[src/rtl/nuny_vga_pkg.sv]
// Shared definitions for the VGA sprite register bank: register map offsets,
// STATUS bit positions and the screen one-hot encoding.
package nuny_vga_pkg;

    localparam int STATUS_IMM_BIT  = 0;
    localparam int STATUS_PEND_BIT = 1;
    localparam int STATUS_FCNT_LSB = 8;
    localparam int CTRL_W          = 6;

    localparam logic [2:0] SCREEN_IDLE = 3'b010;
    localparam logic [2:0] SCREEN_GAME = 3'b001;
    localparam logic [2:0] SCREEN_OVER = 3'b100;

    function automatic int ctrl_off(input int n);
        return 2 * n;
    endfunction

    function automatic int score_off(input int n);
        return 2 * n + 1;
    endfunction

    function automatic int lives_off(input int n);
        return 2 * n + 2;
    endfunction

    function automatic int status_off(input int n);
        return 2 * n + 3;
    endfunction

    function automatic logic [2:0] screen_decode(input logic [1:0] st);
        logic [2:0] scr;
        case (st)
            2'b00:   scr = SCREEN_IDLE;
            2'b01:   scr = SCREEN_GAME;
            2'b10:   scr = SCREEN_OVER;
            default: scr = SCREEN_IDLE;
        endcase
        return scr;
    endfunction

endpackage

[src/rtl/sprite_reg_bank_if.sv]
// Avalon-MM slave bus bundle between the CPU bridge and the sprite register bank.
interface sprite_reg_bank_if #(parameter int ADDR_W = 5);
    logic              chipselect;
    logic              write;
    logic              read;
    logic [ADDR_W-1:0] address;
    logic [15:0]       writedata;
    logic [15:0]       readdata;

    modport master (output chipselect, write, read, address, writedata, input readdata);
    modport slave  (input chipselect, write, read, address, writedata, output readdata);
endinterface

[src/rtl/sprite_reg_bank_bcd_serial.sv]
// Iterative double-dabble: converts bin to DIGITS BCD digits, one shift per clock.
module bcd_serial #(
    parameter int SCORE_W = 8,
    parameter int DIGITS  = 3
) (
    input  logic                  clk,
    input  logic                  reset,
    input  logic                  start,
    input  logic [SCORE_W-1:0]    bin,
    output logic                  busy,
    output logic                  done,
    output logic [DIGITS*4-1:0]   digits
);
    localparam int CNT_W = $clog2(SCORE_W + 1);
    localparam logic [CNT_W-1:0] LAST = CNT_W'(SCORE_W - 1);

    logic [SCORE_W-1:0]  sh_q, sh_d;
    logic [DIGITS*4-1:0] acc_q, acc_d, adj_s, digits_q, digits_d;
    logic [CNT_W-1:0]    cnt_q, cnt_d;
    logic                busy_q, busy_d;

    // Add-3 correction on every digit, then shift and sequence the conversion.
    always_comb begin
        adj_s    = acc_q;
        sh_d     = sh_q;
        acc_d    = acc_q;
        cnt_d    = cnt_q;
        busy_d   = busy_q;
        digits_d = digits_q;
        for (int k = 0; k < DIGITS; k++) begin
            adj_s[4*k +: 4] = (acc_q[4*k +: 4] >= 4'd5) ? acc_q[4*k +: 4] + 4'd3 : acc_q[4*k +: 4];
        end
        if (start) begin
            sh_d   = bin;
            acc_d  = '0;
            cnt_d  = '0;
            busy_d = 1'b1;
        end else if (busy_q) begin
            acc_d = {adj_s[DIGITS*4-2:0], sh_q[SCORE_W-1]};
            sh_d  = {sh_q[SCORE_W-2:0], 1'b0};
            cnt_d = cnt_q + 1'b1;
            if (cnt_q == LAST) begin
                busy_d   = 1'b0;
                digits_d = {adj_s[DIGITS*4-2:0], sh_q[SCORE_W-1]};
            end else begin
                busy_d = 1'b1;
            end
        end else begin
            busy_d = 1'b0;
        end
    end

    // Conversion state and published digits.
    always_ff @(posedge clk) begin
        if (reset) begin
            sh_q     <= '0;
            acc_q    <= '0;
            cnt_q    <= '0;
            busy_q   <= 1'b0;
            digits_q <= '0;
        end else begin
            sh_q     <= sh_d;
            acc_q    <= acc_d;
            cnt_q    <= cnt_d;
            busy_q   <= busy_d;
            digits_q <= digits_d;
        end
    end

    assign busy   = busy_q;
    assign done   = busy_q && (cnt_q == LAST) && !start;
    assign digits = digits_q;

endmodule

[src/rtl/sprite_reg_bank.sv]
// Double-buffered Avalon register bank for the sprite engine: software writes a
// shadow copy, which is committed to the active outputs at frame start.
module sprite_reg_bank
    import nuny_vga_pkg::*;
#(
    parameter int NUM_SPRITES = 6,
    parameter int COORD_W     = 11,
    parameter int SCORE_W     = 8,
    parameter int DIGITS      = 3,
    parameter int LIFE_W      = 3,
    parameter int ADDR_W      = 5
) (
    input  logic                           clk,
    input  logic                           reset,
    sprite_reg_bank_if.slave               bus,
    input  logic                           frame_start,
    output logic [NUM_SPRITES*COORD_W-1:0] spr_x,
    output logic [NUM_SPRITES*COORD_W-1:0] spr_y,
    output logic [2:0]                     screen,
    output logic [2:0]                     level,
    output logic                           result,
    output logic [LIFE_W-1:0]              nin_life,
    output logic [DIGITS*4-1:0]            bcd_digits,
    output logic                           bcd_valid,
    output logic                           commit_pulse
);
    localparam logic [ADDR_W-1:0] CTRL_A   = ADDR_W'(ctrl_off(NUM_SPRITES));
    localparam logic [ADDR_W-1:0] SCORE_A  = ADDR_W'(score_off(NUM_SPRITES));
    localparam logic [ADDR_W-1:0] LIVES_A  = ADDR_W'(lives_off(NUM_SPRITES));
    localparam logic [ADDR_W-1:0] STATUS_A = ADDR_W'(status_off(NUM_SPRITES));

    logic [COORD_W-1:0] x_sh_q [NUM_SPRITES], x_sh_d [NUM_SPRITES];
    logic [COORD_W-1:0] y_sh_q [NUM_SPRITES], y_sh_d [NUM_SPRITES];
    logic [COORD_W-1:0] x_act_q[NUM_SPRITES], x_act_d[NUM_SPRITES];
    logic [COORD_W-1:0] y_act_q[NUM_SPRITES], y_act_d[NUM_SPRITES];
    logic [CTRL_W-1:0]  ctrl_sh_q, ctrl_sh_d, ctrl_act_q, ctrl_act_d;
    logic [SCORE_W-1:0] score_sh_q, score_sh_d, score_act_q, score_act_d;
    logic [LIFE_W-1:0]  lives_sh_q, lives_sh_d, lives_act_q, lives_act_d;
    logic               pending_q, pending_d, imm_q, imm_d;
    logic               commit_pulse_q, commit_pulse_d, bcd_valid_q, bcd_valid_d;
    logic [7:0]         frame_cnt_q, frame_cnt_d;
    logic [2:0]         screen_q, screen_d;
    logic [15:0]        readdata_q, readdata_d, rd_spr_s, rd_val_s;

    logic [NUM_SPRITES-1:0] we_x_s, we_y_s;
    logic               wr_s, rd_s, commit_s, any_we_s;
    logic               we_ctrl_s, we_score_s, we_lives_s, we_status_s;
    logic               bcd_start_s, bcd_busy_s, bcd_done_s;
    logic [SCORE_W-1:0] bcd_bin_s;
    logic [15:0]        wd_s;

    // Bus decode, commit/immediate update of shadow and active copies, readback mux.
    always_comb begin
        wd_s        = bus.writedata;
        wr_s        = bus.chipselect && bus.write;
        rd_s        = bus.chipselect && bus.read;
        commit_s    = frame_start && pending_q && !imm_q;
        we_ctrl_s   = wr_s && (bus.address == CTRL_A);
        we_score_s  = wr_s && (bus.address == SCORE_A);
        we_lives_s  = wr_s && (bus.address == LIVES_A);
        we_status_s = wr_s && (bus.address == STATUS_A);
        rd_spr_s    = 16'd0;
        for (int i = 0; i < NUM_SPRITES; i++) begin
            we_x_s[i]  = wr_s && (bus.address == ADDR_W'(2 * i));
            we_y_s[i]  = wr_s && (bus.address == ADDR_W'(2 * i + 1));
            x_sh_d[i]  = we_x_s[i] ? wd_s[COORD_W-1:0] : x_sh_q[i];
            y_sh_d[i]  = we_y_s[i] ? wd_s[COORD_W-1:0] : y_sh_q[i];
            x_act_d[i] = (we_x_s[i] && imm_q) ? wd_s[COORD_W-1:0] : (commit_s ? x_sh_q[i] : x_act_q[i]);
            y_act_d[i] = (we_y_s[i] && imm_q) ? wd_s[COORD_W-1:0] : (commit_s ? y_sh_q[i] : y_act_q[i]);
            rd_spr_s   = (bus.address == ADDR_W'(2 * i))     ? 16'(x_sh_q[i]) :
                         (bus.address == ADDR_W'(2 * i + 1)) ? 16'(y_sh_q[i]) : rd_spr_s;
        end
        any_we_s    = (|we_x_s) || (|we_y_s) || we_ctrl_s || we_score_s || we_lives_s;

        ctrl_sh_d   = we_ctrl_s  ? wd_s[CTRL_W-1:0]  : ctrl_sh_q;
        score_sh_d  = we_score_s ? wd_s[SCORE_W-1:0] : score_sh_q;
        lives_sh_d  = we_lives_s ? wd_s[LIFE_W-1:0]  : lives_sh_q;
        ctrl_act_d  = (we_ctrl_s  && imm_q) ? wd_s[CTRL_W-1:0]  : (commit_s ? ctrl_sh_q  : ctrl_act_q);
        score_act_d = (we_score_s && imm_q) ? wd_s[SCORE_W-1:0] : (commit_s ? score_sh_q : score_act_q);
        lives_act_d = (we_lives_s && imm_q) ? wd_s[LIFE_W-1:0]  : (commit_s ? lives_sh_q : lives_act_q);

        // A write racing the commit re-arms pending so its value is picked up next frame.
        pending_d      = (any_we_s && !imm_q) ? 1'b1 : (commit_s ? 1'b0 : pending_q);
        imm_d          = we_status_s ? wd_s[STATUS_IMM_BIT] : imm_q;
        frame_cnt_d    = frame_start ? frame_cnt_q + 8'd1 : frame_cnt_q;
        commit_pulse_d = commit_s;
        screen_d       = screen_decode(ctrl_act_d[1:0]);

        bcd_start_s = (commit_s && (score_sh_q != score_act_q)) || (we_score_s && imm_q);
        bcd_bin_s   = (we_score_s && imm_q) ? wd_s[SCORE_W-1:0] : score_sh_q;
        bcd_valid_d = bcd_start_s ? 1'b0 : (bcd_done_s || !bcd_busy_s);

        case (bus.address)
            CTRL_A:   rd_val_s = 16'(ctrl_sh_q);
            SCORE_A:  rd_val_s = 16'(score_sh_q);
            LIVES_A:  rd_val_s = 16'(lives_sh_q);
            STATUS_A: rd_val_s = {frame_cnt_q, 6'd0, pending_q, imm_q};
            default:  rd_val_s = rd_spr_s;
        endcase
        readdata_d = rd_s ? rd_val_s : readdata_q;
    end

    // Register state; synchronous reset returns everything to the power-up view.
    always_ff @(posedge clk) begin
        if (reset) begin
            for (int i = 0; i < NUM_SPRITES; i++) begin
                x_sh_q[i]  <= '0;
                y_sh_q[i]  <= '0;
                x_act_q[i] <= '0;
                y_act_q[i] <= '0;
            end
            ctrl_sh_q      <= '0;
            ctrl_act_q     <= '0;
            score_sh_q     <= '0;
            score_act_q    <= '0;
            lives_sh_q     <= '0;
            lives_act_q    <= '0;
            pending_q      <= 1'b0;
            imm_q          <= 1'b0;
            frame_cnt_q    <= 8'd0;
            commit_pulse_q <= 1'b0;
            screen_q       <= SCREEN_IDLE;
            readdata_q     <= 16'd0;
            bcd_valid_q    <= 1'b1;
        end else begin
            x_sh_q         <= x_sh_d;
            y_sh_q         <= y_sh_d;
            x_act_q        <= x_act_d;
            y_act_q        <= y_act_d;
            ctrl_sh_q      <= ctrl_sh_d;
            ctrl_act_q     <= ctrl_act_d;
            score_sh_q     <= score_sh_d;
            score_act_q    <= score_act_d;
            lives_sh_q     <= lives_sh_d;
            lives_act_q    <= lives_act_d;
            pending_q      <= pending_d;
            imm_q          <= imm_d;
            frame_cnt_q    <= frame_cnt_d;
            commit_pulse_q <= commit_pulse_d;
            screen_q       <= screen_d;
            readdata_q     <= readdata_d;
            bcd_valid_q    <= bcd_valid_d;
        end
    end

    bcd_serial #(.SCORE_W(SCORE_W), .DIGITS(DIGITS)) u_bcd (
        .clk    (clk),
        .reset  (reset),
        .start  (bcd_start_s),
        .bin    (bcd_bin_s),
        .busy   (bcd_busy_s),
        .done   (bcd_done_s),
        .digits (bcd_digits)
    );

    // Flatten the active coordinate arrays onto the packed sprite buses.
    always_comb begin
        spr_x = '0;
        spr_y = '0;
        for (int i = 0; i < NUM_SPRITES; i++) begin
            spr_x[i*COORD_W +: COORD_W] = x_act_q[i];
            spr_y[i*COORD_W +: COORD_W] = y_act_q[i];
        end
    end

    assign bus.readdata = readdata_q;
    assign screen       = screen_q;
    assign level        = ctrl_act_q[4:2];
    assign result       = ctrl_act_q[5];
    assign nin_life     = lives_act_q;
    assign bcd_valid    = bcd_valid_q;
    assign commit_pulse = commit_pulse_q;

endmodule

[src/flat_wrapper.sv]
// flat-port wrapper written by rule: the top's interface ports become plain ports
module sprite_reg_bank_flat import nuny_vga_pkg::*;
#(
    parameter int NUM_SPRITES = 6,
    parameter int COORD_W     = 11,
    parameter int SCORE_W     = 8,
    parameter int DIGITS      = 3,
    parameter int LIFE_W      = 3,
    parameter int ADDR_W      = 5
)
  (clk, reset, frame_start, spr_x, spr_y, screen, level, result, nin_life, bcd_digits, bcd_valid, commit_pulse, bus_chipselect, bus_write, bus_read, bus_address, bus_writedata, bus_readdata);
  sprite_reg_bank_if #(.ADDR_W(ADDR_W)) bus_i ();
  input  logic clk;
  input  logic reset;
  input  logic frame_start;
  output logic [NUM_SPRITES*COORD_W-1:0] spr_x;
  output logic [NUM_SPRITES*COORD_W-1:0] spr_y;
  output logic [2:0] screen;
  output logic [2:0] level;
  output logic result;
  output logic [LIFE_W-1:0] nin_life;
  output logic [DIGITS*4-1:0] bcd_digits;
  output logic bcd_valid;
  output logic commit_pulse;
  input wire logic [$bits(bus_i.chipselect)-1:0] bus_chipselect;
  input wire logic [$bits(bus_i.write)-1:0] bus_write;
  input wire logic [$bits(bus_i.read)-1:0] bus_read;
  input wire logic [$bits(bus_i.address)-1:0] bus_address;
  input wire logic [$bits(bus_i.writedata)-1:0] bus_writedata;
  output wire logic [$bits(bus_i.readdata)-1:0] bus_readdata;
  assign bus_i.chipselect = bus_chipselect;
  assign bus_i.write = bus_write;
  assign bus_i.read = bus_read;
  assign bus_i.address = bus_address;
  assign bus_i.writedata = bus_writedata;
  assign bus_readdata = bus_i.readdata;
  sprite_reg_bank #(.NUM_SPRITES(NUM_SPRITES), .COORD_W(COORD_W), .SCORE_W(SCORE_W), .DIGITS(DIGITS), .LIFE_W(LIFE_W), .ADDR_W(ADDR_W)) u_core (.clk(clk), .reset(reset), .bus(bus_i), .frame_start(frame_start), .spr_x(spr_x), .spr_y(spr_y), .screen(screen), .level(level), .result(result), .nin_life(nin_life), .bcd_digits(bcd_digits), .bcd_valid(bcd_valid), .commit_pulse(commit_pulse));
endmodule
[config.mk]
export PLATFORM = sky130hd
export DESIGN_NAME = sprite_reg_bank_flat
export DESIGN_NICKNAME = d
export VERILOG_FILES = /design/src/rtl/nuny_vga_pkg.sv /design/src/rtl/sprite_reg_bank_if.sv /design/src/rtl/sprite_reg_bank_bcd_serial.sv /design/src/rtl/sprite_reg_bank.sv /design/src/flat_wrapper.sv
export SDC_FILE = /design/constraint.sdc
export NUM_CORES = 1
export LEC_CHECK = 0
export ABC_AREA = 1
export BUFFER_PORTS_ARGS = -buffer_cell sky130_fd_sc_hd__buf_2
export CAP_MARGIN = 20
export CELL_PAD_IN_SITES_DETAIL_PLACEMENT = 1
export CELL_PAD_IN_SITES_GLOBAL_PLACEMENT = 1
export CORE_ASPECT_RATIO = 1.2
export CORE_MARGIN = 10
export CORE_UTILIZATION = 42
export DETAILED_ROUTE_END_ITERATION = 16
export PLACE_DENSITY = 0.8
export SYNTH_ARGS = -nofsm -noshare
export SYNTH_HDL_FRONTEND = slang
export SYNTH_SLANG_ARGS = --single-unit
[constraint.sdc]
create_clock -name clk -period 2.2 [get_ports clk]
set_input_delay 0.11 -clock clk [delete_from_list [all_inputs] [get_ports clk]]
set_output_delay 0.11 -clock clk [all_outputs]
set_load 0.02 [all_outputs]
# == Word-level counts from Yosys, hierarchy flattened ==
# Index checks and enable logic that the tools add are counted.
# totals
regBits,366
elab_cells,197
# op_classes
add_sub_neg,5
order_cmp,3
n_eq_ne,19
n_mux,56
bitwise_logic,1
n_reduce_logical,70
# op_table
op,count
2-to-1 mux 11 bit,25
2-to-1 mux 16 bit,11
case mux 16 bit (4 select lines),1
"== test 5 x 4 -> 1 bit, second input constant",8
2-to-1 mux 8 bit,5
logical AND 1 bit,39
nonzero test 2 bit,17
"== test 5 x 3 -> 1 bit, second input constant",4
">= comparator 4 x 3 -> 1 bit, second input constant",3
2-to-1 mux 6 bit,2
OR reduction 6 bit,2
"== test 5 x 2 -> 1 bit, second input constant",2
2-to-1 mux 3 bit,3
"adder 4 x 2 -> 4 bit, second input constant",2
"adder 8 x 1 -> 8 bit, second input constant",1
2-to-1 mux 4 bit,2
inequality test 8 bit,1
logical OR 1 bit,6
2-to-1 mux 1 bit,6
case mux 3 bit (2 select lines),1
"== test 5 x 1 -> 1 bit, second input constant",1
logical NOT 5 bit,1
"adder 4 x 1 -> 4 bit, second input constant",1
"== test 4 x 3 -> 1 bit, second input constant",1
7 further kinds,9

# == Logic depth before layout (Yosys ltp) ==
# logic_depth
depth_word,14
ltp_mapped,13

# == By module ==
# Synthesis repeated with hierarchy kept, for this count alone.
# unflattened
hier_cells,2179
area_unflattened_um2,15718.8
# by_module_without_submodules
mod,instances,cells_each,area_each_um2,seq_area_each_um2
sprite_reg_bank,1,1906,13870.8,6586.3
bcd_serial,1,273,1848.0,740.7

# == Worst setup path before layout ==
# No wires, ideal clock.
# synth_path
path_kind,register to register
from,register u_core.imm_q
to,register u_core.screen_q[1] (netlist: u_core.screen[1])
setup_time_ns,0.123
arrival_time_ns,1.902
required_ns,2.077
slack_ns,0.174
path_stages_with_launch,12
n_path_buf,2
period_less_slack_ns,2.026
cell_sequence,dfxtp_1 > inv_1 > nand3_1 > buf_2 > buf_2 > nand2_1 > nand2_1 > nand2_1 > o21ai_1 > inv_1 > ha_1 > or2_2
# synth_via
elab_chain_cells,6
# synth_rtl
item,line,source
start: declaration,sprite_reg_bank.sv:39,"logic pending_q, pending_d, imm_q, imm_d;"
start signal: assignment,sprite_reg_bank.sv:137,imm_q <= imm_d;
logical NOT 1 bit,sprite_reg_bank.sv:57,commit_s = frame_start && pending_q && !imm_q;
logical AND 1 bit,sprite_reg_bank.sv:57,
2-to-1 mux 6 bit,sprite_reg_bank.sv:78,ctrl_act_d = (we_ctrl_s && imm_q) ? wd_s[CTRL_W-1:0] : (commit_s ? ctrl_sh_q : ctrl_act_q);
2-to-1 mux 6 bit (*),sprite_reg_bank.sv:78,
via u_core.ctrl_act_d[0],sprite_reg_bank.sv:36,"logic [CTRL_W-1:0] ctrl_sh_q, ctrl_sh_d, ctrl_act_q, ctrl_act_d;"
== test 2 bit or == test 2 x 1 -> 1 bit (tied branches),nuny_vga_pkg.sv:32,case (st)
case mux 3 bit (2 select lines) (*),nuny_vga_pkg.sv:32,
via u_core.screen_d[1],sprite_reg_bank.sv:42,"logic [2:0] screen_q, screen_d;"
end signal: assignment,sprite_reg_bank.sv:140,screen_q <= screen_d;
end: declaration,sprite_reg_bank.sv:42,
# Mark *: on every way through the listed nets, which the timed path passes. The rest lies on a longest branch. The select of a mux whose other input is x is not followed.
# A chain may end at the register's enable or synchronous reset.

# == Worst setup path after layout ==
# Ends and elaborated chain as after synthesis.

==> results.cfg <==
[yosys]
ys_top_cells_by_count = nand2_1, dfxtp_1, nor2_1
synth_nets = 2158
synthFlopType = dfxtp_1
synth.distinct_cells = 37
ys_seq_area_frac = 0.478
synthCells = 2121
yosysTopAreaCell = dfxtp_1
yosysMostFrequentCell = nand2_1
synth_area_leaders = dfxtp_1, nand2_1, a21oi_1
synthArstFlopShare = 0
synth_edf_count = 0
synth_area_per_cell_sq_um = 7.23
ys_seq_elements = 366
synth_top_area_frac = 0.478
ys_warn_count = 0
syn_area_sq_um = 15300

[timing]
fin_tns_setup_ns = 0
hold-worst-slack_ns = 0.0429
fmax_mhz = 527
rsz0062_at_grt = false
finalMaxSlewViolations = 0
slew_headroom = 0.340
worst-slew-pin-transition_ns = 0.987
setup_viol = 0
timing.final.crit_share = 0.862
fin_skew_ns = 0.0145
hold_viol = 0
period_minus_slack_ns = 1.90

[route]
first_pass_iters = 6
wl_per_cell_microns = 21.9
viasPerCell = 5.65
wirelength_mm = 60.8
via_count = 15700
ant_nets = 0
drt_iter0_drc = 1171
drc = 0

[run]
maxCapViolations = 0

[placement]
io_buffers = 193
place.detailed.hpwl_mm = 42.7
gp_congestion = 0.901
post_dp_cell_area_sq_um = 17000

[final_layout]
design_area_sq_um = 18300
area_delta_synth_final_pct = 19.2
nets = 2323
utilization = 0.509
drive_gt1_frac = 0.156

[clock_tree]
clkSinkCount = 366
clk_pin_slew_ns = 0.06
clk_latency_ns = 0.54
cts_tree = yes
cts_max_level = 2
clk_path_buf_depth = 3
cts_buffers = 39
cts-root-buf = clkbuf_16

[global_routing]
met1_usage = 0.316
grt.overflow.total = 0
top_usage_layer = met2
grt_pass1_wl_mm = 93.2
antenna_found_initial = 2
use_met3 = 0.0443
use_met2 = 0.448
track_usage = 0.261
grt_pass1_vias = 16000
grt_max_degree = 167

[die]
fp.coreArea_sq_um = 35900
io_pins = 199
initial_core_util = 0.427
std_cell_rows = 76
dieHeight_microns = 229
dieArea_sq_um = 44600
die_w_microns = 194

[pwr]
p_per_area_nw_per_um2 = 781
peakVddDrop_mv = 0.490
power.leakage_nw = 7.45

[hold_path]
hold_path.class = in2reg

[critical_path]
cp.arrival_ns = 2.32
path_delay_family = simple AND/OR/NAND/NOR gates
critPathKind = reg2reg
slowest_stage = dfxtp_1
required_ns = 2.62
startpoint_type = register
path_buf_inv = 3
cpPeakStageDelay_ns = 0.31
crit_fanout = 7
crit_top_cell = nand2_1
cp-end-kind = register
cp_cell_sequence = inv_1, nand3_2, clkinv_2, nand2_1, nand2_1, nand2_1, o21ai_1, inv_1, ha_1, or2_2

[outcome]
status = completed
==> through the flow <==
step                      power, W  setup WS, ns  std cells
after floorplan            0.00730         0.174       2121
after global placement     0.00765         0.203       2712
after detailed placement   0.00767        0.0820       2712
after CTS                   0.0143         0.101       2783
after global routing        0.0147        0.0813       2784
final                       0.0143         0.304       2784
==> worst register-to-register path: cells and delay by family, from the launching register on <==
kind,cells,cell delay [ns]
compound gates,1,0.13
flops,1,0.31
simple gates,5,0.69
fa+ha+maj,1,0.29
buf+inv,3,0.37
==> area by class of cell <==
class / instances / area [sq um]
inverter: 164 / 618
fill: 4633 / 17700
clock buffer: 60 / 1230
clock inverter: 10 / 78.8
timing repair buffer: 271 / 1630
antenna: 1 / 2.50
tap: 468 / 586
sequential: 366 / 7330
multi-input combinational: 1444 / 6820
==> report_power, final <==
group / switching, W / total (W) / internal, W / leakage, nW
registers: 0.0000405 / 0.00672 / 0.00668 / 2.95
logic: 0.000624 / 0.000823 / 0.000199 / 3.84
clock network: 0.00277 / 0.00673 / 0.00396 / 0.656
==> sequential cells by signal, indices dropped and copies added (netlist names) <==
| register | count |
|---|---|
| u_core.bcd_valid | 1 |
| u_core.bus.readdata | 16 |
| u_core.commit_pulse | 1 |
| u_core.ctrl_act_q | 6 |
| u_core.ctrl_sh_q | 6 |
| u_core.frame_cnt_q | 8 |
| u_core.imm_q | 1 |
| u_core.lives_sh_q | 3 |
| u_core.nin_life | 3 |
| u_core.pending_q | 1 |
| u_core.score_act_q | 8 |
| u_core.score_sh_q | 8 |
| u_core.screen | 3 |
| u_core.spr_x | 66 |
| u_core.spr_y | 66 |
| u_core.u_bcd.acc_q | 12 |
| u_core.u_bcd.busy | 1 |
| u_core.u_bcd.cnt_q | 4 |
| u_core.u_bcd.digits | 12 |
| u_core.u_bcd.sh_q | 8 |
| u_core.x_sh_q | 66 |
| u_core.y_sh_q | 66 |
==> cell families (layout without fill, tap and decap cells) <==
logic type	Yosys count	in the layout	synth area share
buffers and inverters	311	505	0.0791
flip-flops	366	366	0.478
AND/OR/NAND/NOR	870	870	0.229
other	0	1	0
AO/OA/AOI/OAI	550	550	0.198
XOR/XNOR	14	14	0.00799
adder cells (fa/ha/maj)	10	10	0.00816
==> worst paths after layout <==
kind / start / to / slack, ns / depth (start not counted)
min: bus_address[0] / u_core.imm_q$_SDFFE_PP0P_ / 0.04 / 5
max reg2reg: u_core.imm_q$_SDFFE_PP0P_ / u_core.screen[1]$_SDFF_PP1_ / 0.30 / 10
min reg2reg: u_core.frame_cnt_q[3]$_SDFFE_PP0P_ / u_core.bus.readdata[11]$_SDFFE_PP0P_ / 0.46 / 2
max: u_core.imm_q$_SDFFE_PP0P_ / u_core.screen[1]$_SDFF_PP1_ / 0.30 / 10
==> what timing repair did <==
action / CTS / global route
hold buffers: 1 / 0
endpoints found under the setup margin: 0 / 8
resized for setup: 0 / 2
hold endpoints to repair: 2 / 0
setup buffers: 0 / 0
==> placed cells by master, fill, tap and decap left out, types with 4 or more instances in the layout <==
| master | Yosys | final |
|---|---|---|
| nand2_1 | 558 | 558 |
| dfxtp_1 | 366 | 366 |
| nor2_1 | 213 | 212 |
| a21oi_1 | 203 | 203 |
| o21ai_0 | 193 | 193 |
| buf_2 | 22 | 192 |
| inv_1 | 145 | 144 |
| a31oi_1 | 106 | 106 |
| buf_4 | 3 | 72 |
| nand4_1 | 52 | 52 |
| clkbuf_16 | 0 | 41 |
| a221oi_1 | 27 | 27 |
| nand3_1 | 18 | 17 |
| clkbuf_8 | 0 | 13 |
| clkinv_1 | 12 | 11 |
| clkinv_2 | 0 | 10 |
| ha_1 | 10 | 10 |
| xnor2_1 | 9 | 9 |
| o22ai_1 | 9 | 9 |
| inv_2 | 7 | 7 |
| o211ai_1 | 7 | 7 |
| clkbuf_1 | 117 | 6 |
| buf_12 | 0 | 6 |
| xor2_1 | 5 | 5 |
| nor3_1 | 7 | 5 |
| nor2_2 | 3 | 4 |
| or2_2 | 4 | 4 |
==> metal layers <==
metal  share of wire  wire, microns  vias up
met1            0.42          25500     7793
met4           0.040           2410        0
met5               0              0        -
met2            0.49          29600      473
li1                -              -     7340
met3           0.055           3330      133
(Power assumes the default switching activity.)
